==> config.mk <==
export PLATFORM = sky130hd
export DESIGN_NAME = load_store_unit
export DESIGN_NICKNAME = d
export VERILOG_FILES = /design/src/rtl/load_store_unit.sv
export SDC_FILE = /design/constraint.sdc
export NUM_CORES = 1
export LEC_CHECK = 0
export ABC_AREA = 1
export CAP_MARGIN = 20
export CORE_UTILIZATION = 60
export CTS_BUF_LIST = sky130_fd_sc_hd__clkbuf_8
export DETAILED_ROUTE_END_ITERATION = 12
export DONT_BUFFER_PORTS = 1
export PLACE_DENSITY_LB_ADDON = 0.1
export REMOVE_ABC_BUFFERS = 1
export SLEW_MARGIN = 30
export SYNTH_ARGS = -nofsm -noshare
export SYNTH_HDL_FRONTEND = slang
export SYNTH_SLANG_ARGS = --single-unit
==> constraint.sdc <==
create_clock -name clk -period 2.4 [get_ports clk]
set_input_delay 0.48 -clock clk [delete_from_list [all_inputs] [get_ports clk]]
set_output_delay 0.48 -clock clk [all_outputs]
set_load 0.01 [all_outputs]
==> src/rtl/load_store_unit.sv <==
// Multi-cycle load/store unit between execute and the data memory bus.
// Define LSU_MISALIGN_TRAP_EN to fault misaligned halfword/word accesses without a bus access.
//
// state | meaning
// IDLE  | ready for a new op from the EXU
// REQ   | bus request presented, waiting for bus_req_ready
// RESP  | request accepted, waiting for bus_resp_valid
// DONE  | result presented to write-back, waiting for out_ready
module load_store_unit #(
  parameter int AW          = 32,
  parameter int TIMEOUT_CYC = 255
) (
  input  logic          clk,
  input  logic          rst,
  input  logic          in_valid,
  output logic          in_ready,
  input  logic          in_wen,
  input  logic [2:0]    in_func3,
  input  logic [AW-1:0] in_addr,
  input  logic [31:0]   in_wdata,
  output logic          out_valid,
  input  logic          out_ready,
  output logic [31:0]   out_rdata,
  output logic          out_err,
  output logic          bus_req_valid,
  input  logic          bus_req_ready,
  output logic          bus_wen,
  output logic [AW-1:0] bus_addr,
  output logic [31:0]   bus_wdata,
  output logic [3:0]    bus_wstrb,
  input  logic          bus_resp_valid,
  input  logic [31:0]   bus_rdata,
  input  logic          bus_resp_err
);

  localparam int CW = $clog2(TIMEOUT_CYC + 1);
  localparam logic [CW-1:0] TC_LAST = CW'(TIMEOUT_CYC - 1);

  typedef enum logic [1:0] {IDLE, REQ, RESP, DONE} state_t;

  state_t        state, state_nxt;
  logic [CW-1:0] cnt;
  logic          wen_q;
  logic [2:0]    func3_q;
  logic [1:0]    off_q;
  logic [AW-1:0] addr_q;
  logic [31:0]   wdata_q;
  logic [3:0]    strb_q;
  logic [31:0]   rdata_q;
  logic          err_q;

  logic          illegal, misalign, fault, timeout;
  logic [31:0]   wshape;
  logic [3:0]    sshape;
  logic [31:0]   lane, load_val;

  assign illegal = in_wen ? (in_func3 >= 3'd3)
                          : (in_func3 == 3'b011 || in_func3[2:1] == 2'b11);
`ifdef LSU_MISALIGN_TRAP_EN
  assign misalign = (in_func3[1:0] == 2'b01 && in_addr[0]) ||
                    (in_func3[1:0] == 2'b10 && in_addr[1:0] != 2'b00);
`else
  assign misalign = 1'b0;
`endif
  assign fault   = illegal || misalign;
  // Counter reaches TIMEOUT_CYC on the coming edge
  assign timeout = (cnt >= TC_LAST);

  always_comb begin
    wshape = '0;
    sshape = '0;
    if (in_wen) begin
      case (in_func3[1:0])
        2'b00: begin
          wshape = {4{in_wdata[7:0]}};
          sshape = 4'b0001 << in_addr[1:0];
        end
        2'b01: begin
          wshape = {2{in_wdata[15:0]}};
          sshape = 4'b0011 << in_addr[1:0];
        end
        default: begin
          wshape = in_wdata;
          sshape = 4'b1111;
        end
      endcase
    end
  end

  always_comb begin
    lane     = bus_rdata >> {off_q, 3'b000};
    load_val = lane;
    case (func3_q)
      3'b000:  load_val = {{24{lane[7]}}, lane[7:0]};
      3'b100:  load_val = {24'b0, lane[7:0]};
      3'b001:  load_val = {{16{lane[15]}}, lane[15:0]};
      3'b101:  load_val = {16'b0, lane[15:0]};
      default: load_val = lane;
    endcase
  end

  always_ff @(posedge clk) begin
    if (rst) state <= IDLE;
    else     state <= state_nxt;
  end

  // A response arriving in the timeout cycle is taken, not discarded
  always_comb begin
    state_nxt = state;
    case (state)
      IDLE: if (in_valid) state_nxt = fault ? DONE : REQ;
      REQ: begin
        if (bus_req_ready) state_nxt = RESP;
        else if (timeout)  state_nxt = DONE;
      end
      RESP:    if (bus_resp_valid || timeout) state_nxt = DONE;
      DONE:    if (out_ready) state_nxt = IDLE;
      default: state_nxt = IDLE;
    endcase
  end

  always_ff @(posedge clk) begin
    if (rst) begin
      cnt     <= '0;
      wen_q   <= 1'b0;
      func3_q <= '0;
      off_q   <= '0;
      addr_q  <= '0;
      wdata_q <= '0;
      strb_q  <= '0;
      rdata_q <= '0;
      err_q   <= 1'b0;
    end else begin
      case (state)
        IDLE: begin
          if (in_valid) begin
            cnt     <= '0;
            wen_q   <= in_wen;
            func3_q <= in_func3;
            off_q   <= in_addr[1:0];
            addr_q  <= {in_addr[AW-1:2], 2'b00};
            wdata_q <= wshape;
            strb_q  <= sshape;
            rdata_q <= '0;
            err_q   <= fault;
          end
        end
        REQ: begin
          cnt <= cnt + CW'(1);
          if (!bus_req_ready && timeout) begin
            err_q   <= 1'b1;
            rdata_q <= '0;
          end
        end
        RESP: begin
          cnt <= cnt + CW'(1);
          if (bus_resp_valid) begin
            err_q   <= bus_resp_err;
            rdata_q <= (bus_resp_err || wen_q) ? 32'd0 : load_val;
          end else if (timeout) begin
            err_q   <= 1'b1;
            rdata_q <= '0;
          end
        end
        default: ;
      endcase
    end
  end

  assign in_ready      = (state == IDLE) && !rst;
  assign out_valid     = (state == DONE);
  assign out_rdata     = rdata_q;
  assign out_err       = err_q;
  assign bus_req_valid = (state == REQ);
  assign bus_wen       = wen_q;
  assign bus_addr      = addr_q;
  assign bus_wdata     = wdata_q;
  assign bus_wstrb     = strb_q;

endmodule

==> results.ini <==
[placed_design]
place_hpwl_um = 9650
place_inst = 860
place_congestion = 0.891
port_buffers = 0

[final_layout]
drive_gt1_share_pct = 10.2
layout.nets = 884
layout_commonest_cell = nand2_1
layout_common_cells = nand2_1 (208), nor2_1 (120), dfxtp_1 (115)
syn_to_final_growth_pct = 5.43
final_util_pct = 66.2
stdcell_count = 892
diodes = 0

[clock_network]
cts-root-buf = clkbuf_8
hold_buffers = 0
clock_latency_ns = 0.43
post-cts-setup-buffers = 0
clkTransAtPathRegs_ns = 0.07
cts.sinks = 115
cts.htree.levels = 4
post_cts_resized = 0
cts_tree = done
clk_path_buf_depth = 2
cts_buffers = 17

[flow_run]
cap_violations = 0

[hold_path]
holdCritStartpoint = rst
hold_path_class = primary input to register
holdPathStages = 1
holdPathEnd = bus_wdata[0]

[routing]
wirelength_um = 14000
avgRoutedWirePerCell_um = 15.7
via_per_inst = 5.73
vias = 5107
firstDrtPassIters = 9
postRouteAntennaNets = 0
drt-initial-drc-count = 240
drcViolationCount = 10

[synthesis]
synth.distinct_cells = 36
ys_seq_elements = 115
synth-xor-area-share_pct = 0.475
avgSynthCellArea_sq_um = 6.95
synth_top_family_by_area = simple AND/OR/NAND/NOR gates
yosys.area_share.simple_pct = 31.6
syn_inst = 795
synth_compound_area_share_pct = 17.5
synthAdderAreaFrac_pct = 1.36
synth.cell_area_sq_um = 5530
yosys_warnings = 0
synth_mux_area_share_pct = 0
ys_seq_area_share_pct = 41.7

[setup_path]
slowest_stage = inv_2
r2r_slack_ns = 0.37
cp_max_fo = 34
path_buf_inv = 3
reg2reg_to = bus_wdata[27]
r2r_start = state[0]
startpoint_type = register
reg2regPathDepth = 10
crit_family = buffers and inverters
crit_type = register to register
crit_arrival_ns = 2.40
slowest_delay_ns = 0.38
worst_ep_required_time_ns = 2.77
end_kind = register
crit_chain = inv_1 -> ha_1 -> nand2_2 -> inv_2 -> nand2_1 -> inv_2 -> o21ai_0 -> nor2_1 -> a21oi_1 -> nor2_1

[pwr]
finalPower_w = 0.00644
p_leak_nw = 2.34
powerDensity_nw_per_um2 = 1100
ir_worst_vdd_mv = 0.539

[floorplan]
die_x_um = 98.0
core_area_sq_um = 8810
ioPinCount = 212
start_util_pct = 62.8
die_h_um = 98.0
row_count = 34
die_area_sq_um = 9600

[grt]
grt_max_degree = 76
grt_usage_pct = 28.9
grt_pass1_wl_um = 22200
overflow = 0
grt_pass1_vias = 4772
antenna_found_initial = 0

[sta]
clock.fmax_mhz = 492
hold_viol = 0
hold_ws_ns = 0.111
fin_setup_tns_ns = 0
final_max_slew_viol_count = 0
tightestPinTransition_ns = 0.682
setup_viol = 0
period_share_pct = 84.6
finalClockSkew_ns = 0.0123
rsz0062_at_grt = false
final.min_clock_period_ns = 2.03
relSlewSlack_pct = 54.5

[outcome]
status = finished with violations
violations = design-rule violations

==> area by class of cell <==
class                           count  area, sq um
Clock buffer                       19          262
Clock inverter                     13          111
Fill cell                         826         2980
Inverter                           30          120
Multi-Input combinational cell    597         2820
Sequential cell                   115         2300
Tap cell                          108          135
Timing Repair Buffer               10         75.1
==> synth_stat cells, drive strengths merged <==
| library cell | count | area (sq um) |
|---|---|---|
| dfxtp | 115 | 2300 |
| inv | 30 | 120 |
| nand3 | 65 | 405 |
| or2 | 2 | 12.5 |
| nand2 | 214 | 821 |
| a22oi | 2 | 15.0 |
| a21o | 1 | 7.51 |
| nand3b | 1 | 7.51 |
| conb | 1 | 3.75 |
| nor2 | 123 | 483 |
| xor2 | 2 | 17.5 |
| xnor2 | 1 | 8.76 |
| nor3 | 3 | 15.0 |
| a211oi | 1 | 7.51 |
| o21ai | 63 | 315 |
| o22ai | 8 | 50.1 |
| clkbuf | 29 | 109 |
| o211ai | 2 | 15.0 |
| a31oi | 7 | 43.8 |
| ha | 6 | 75.1 |
| buf | 25 | 180 |
| a21oi | 94 | 512 |
==> flip-flops by register name, indices dropped and copies added (netlist names), 2 cells and up <==
signal / cells
out_rdata: 32
state: 2
bus_wstrb: 4
bus_addr: 30
off_q: 2
cnt: 8
bus_wdata: 32
func3_q: 3
==> worst reg2reg max path, stage by stage, from the launching register on <==
cell	delay, ns
dfxtp_1	0.35
inv_1	0.13
ha_1	0.24
nand2_2	0.18
inv_2	0.09
nand2_1	0.09
inv_2	0.38
o21ai_0	0.22
nor2_1	0.16
a21oi_1	0.05
nor2_1	0.09
==> routing by layer <==
layer / GRT usage, % / share of wire [%]
met5: 0 / 0
met4: 10.3 / 1.5
met3: 11.4 / 10
met2: 49.4 / 49
met1: 32.7 / 39
==> metrics by stage <==
stage               cell area [sq um]  worst slack (ns)
finish                           5830             0.369
global route                     5830             0.168
CTS                              5830             0.387
detailed placement               5450             0.422
global placement                 5450             0.495
floorplan                        5240            -0.709
==> how the worst max path moves through the flow <==
| stage | from | to | slack (ns) | depth (start not counted) |
|---|---|---|---|---|
| final | state[0] | bus_wdata[27] | 0.37 | 10 |
| after floorplan | state[0] | bus_wdata[10] | -0.71 | 10 |
| after CTS | state[0] | bus_wdata[27] | 0.39 | 10 |
| after global routing | state[0] | bus_wdata[31] | 0.17 | 10 |
| after global placement | state[0] | out_rdata[3] | 0.50 | 7 |
| after detailed placement | state[0] | bus_wdata[27] | 0.42 | 10 |
==> cell families after synthesis <==
family,count (synthesis)
other,1
and+or+nand+nor,408
buffers and inverters,84
AOI/OAI and AO/OA,178
DFF,115
xor gates and xnor gates,3
adders and majority gates,6
==> power breakdown <==
group / internal [W] / switching [W]
clock network: 0.000866 / 0.000809
registers: 0.00220 / 0.000349
logic: 0.000652 / 0.00156
total: 0.00372 / 0.00272
Power figures use the tool's default switching activity.
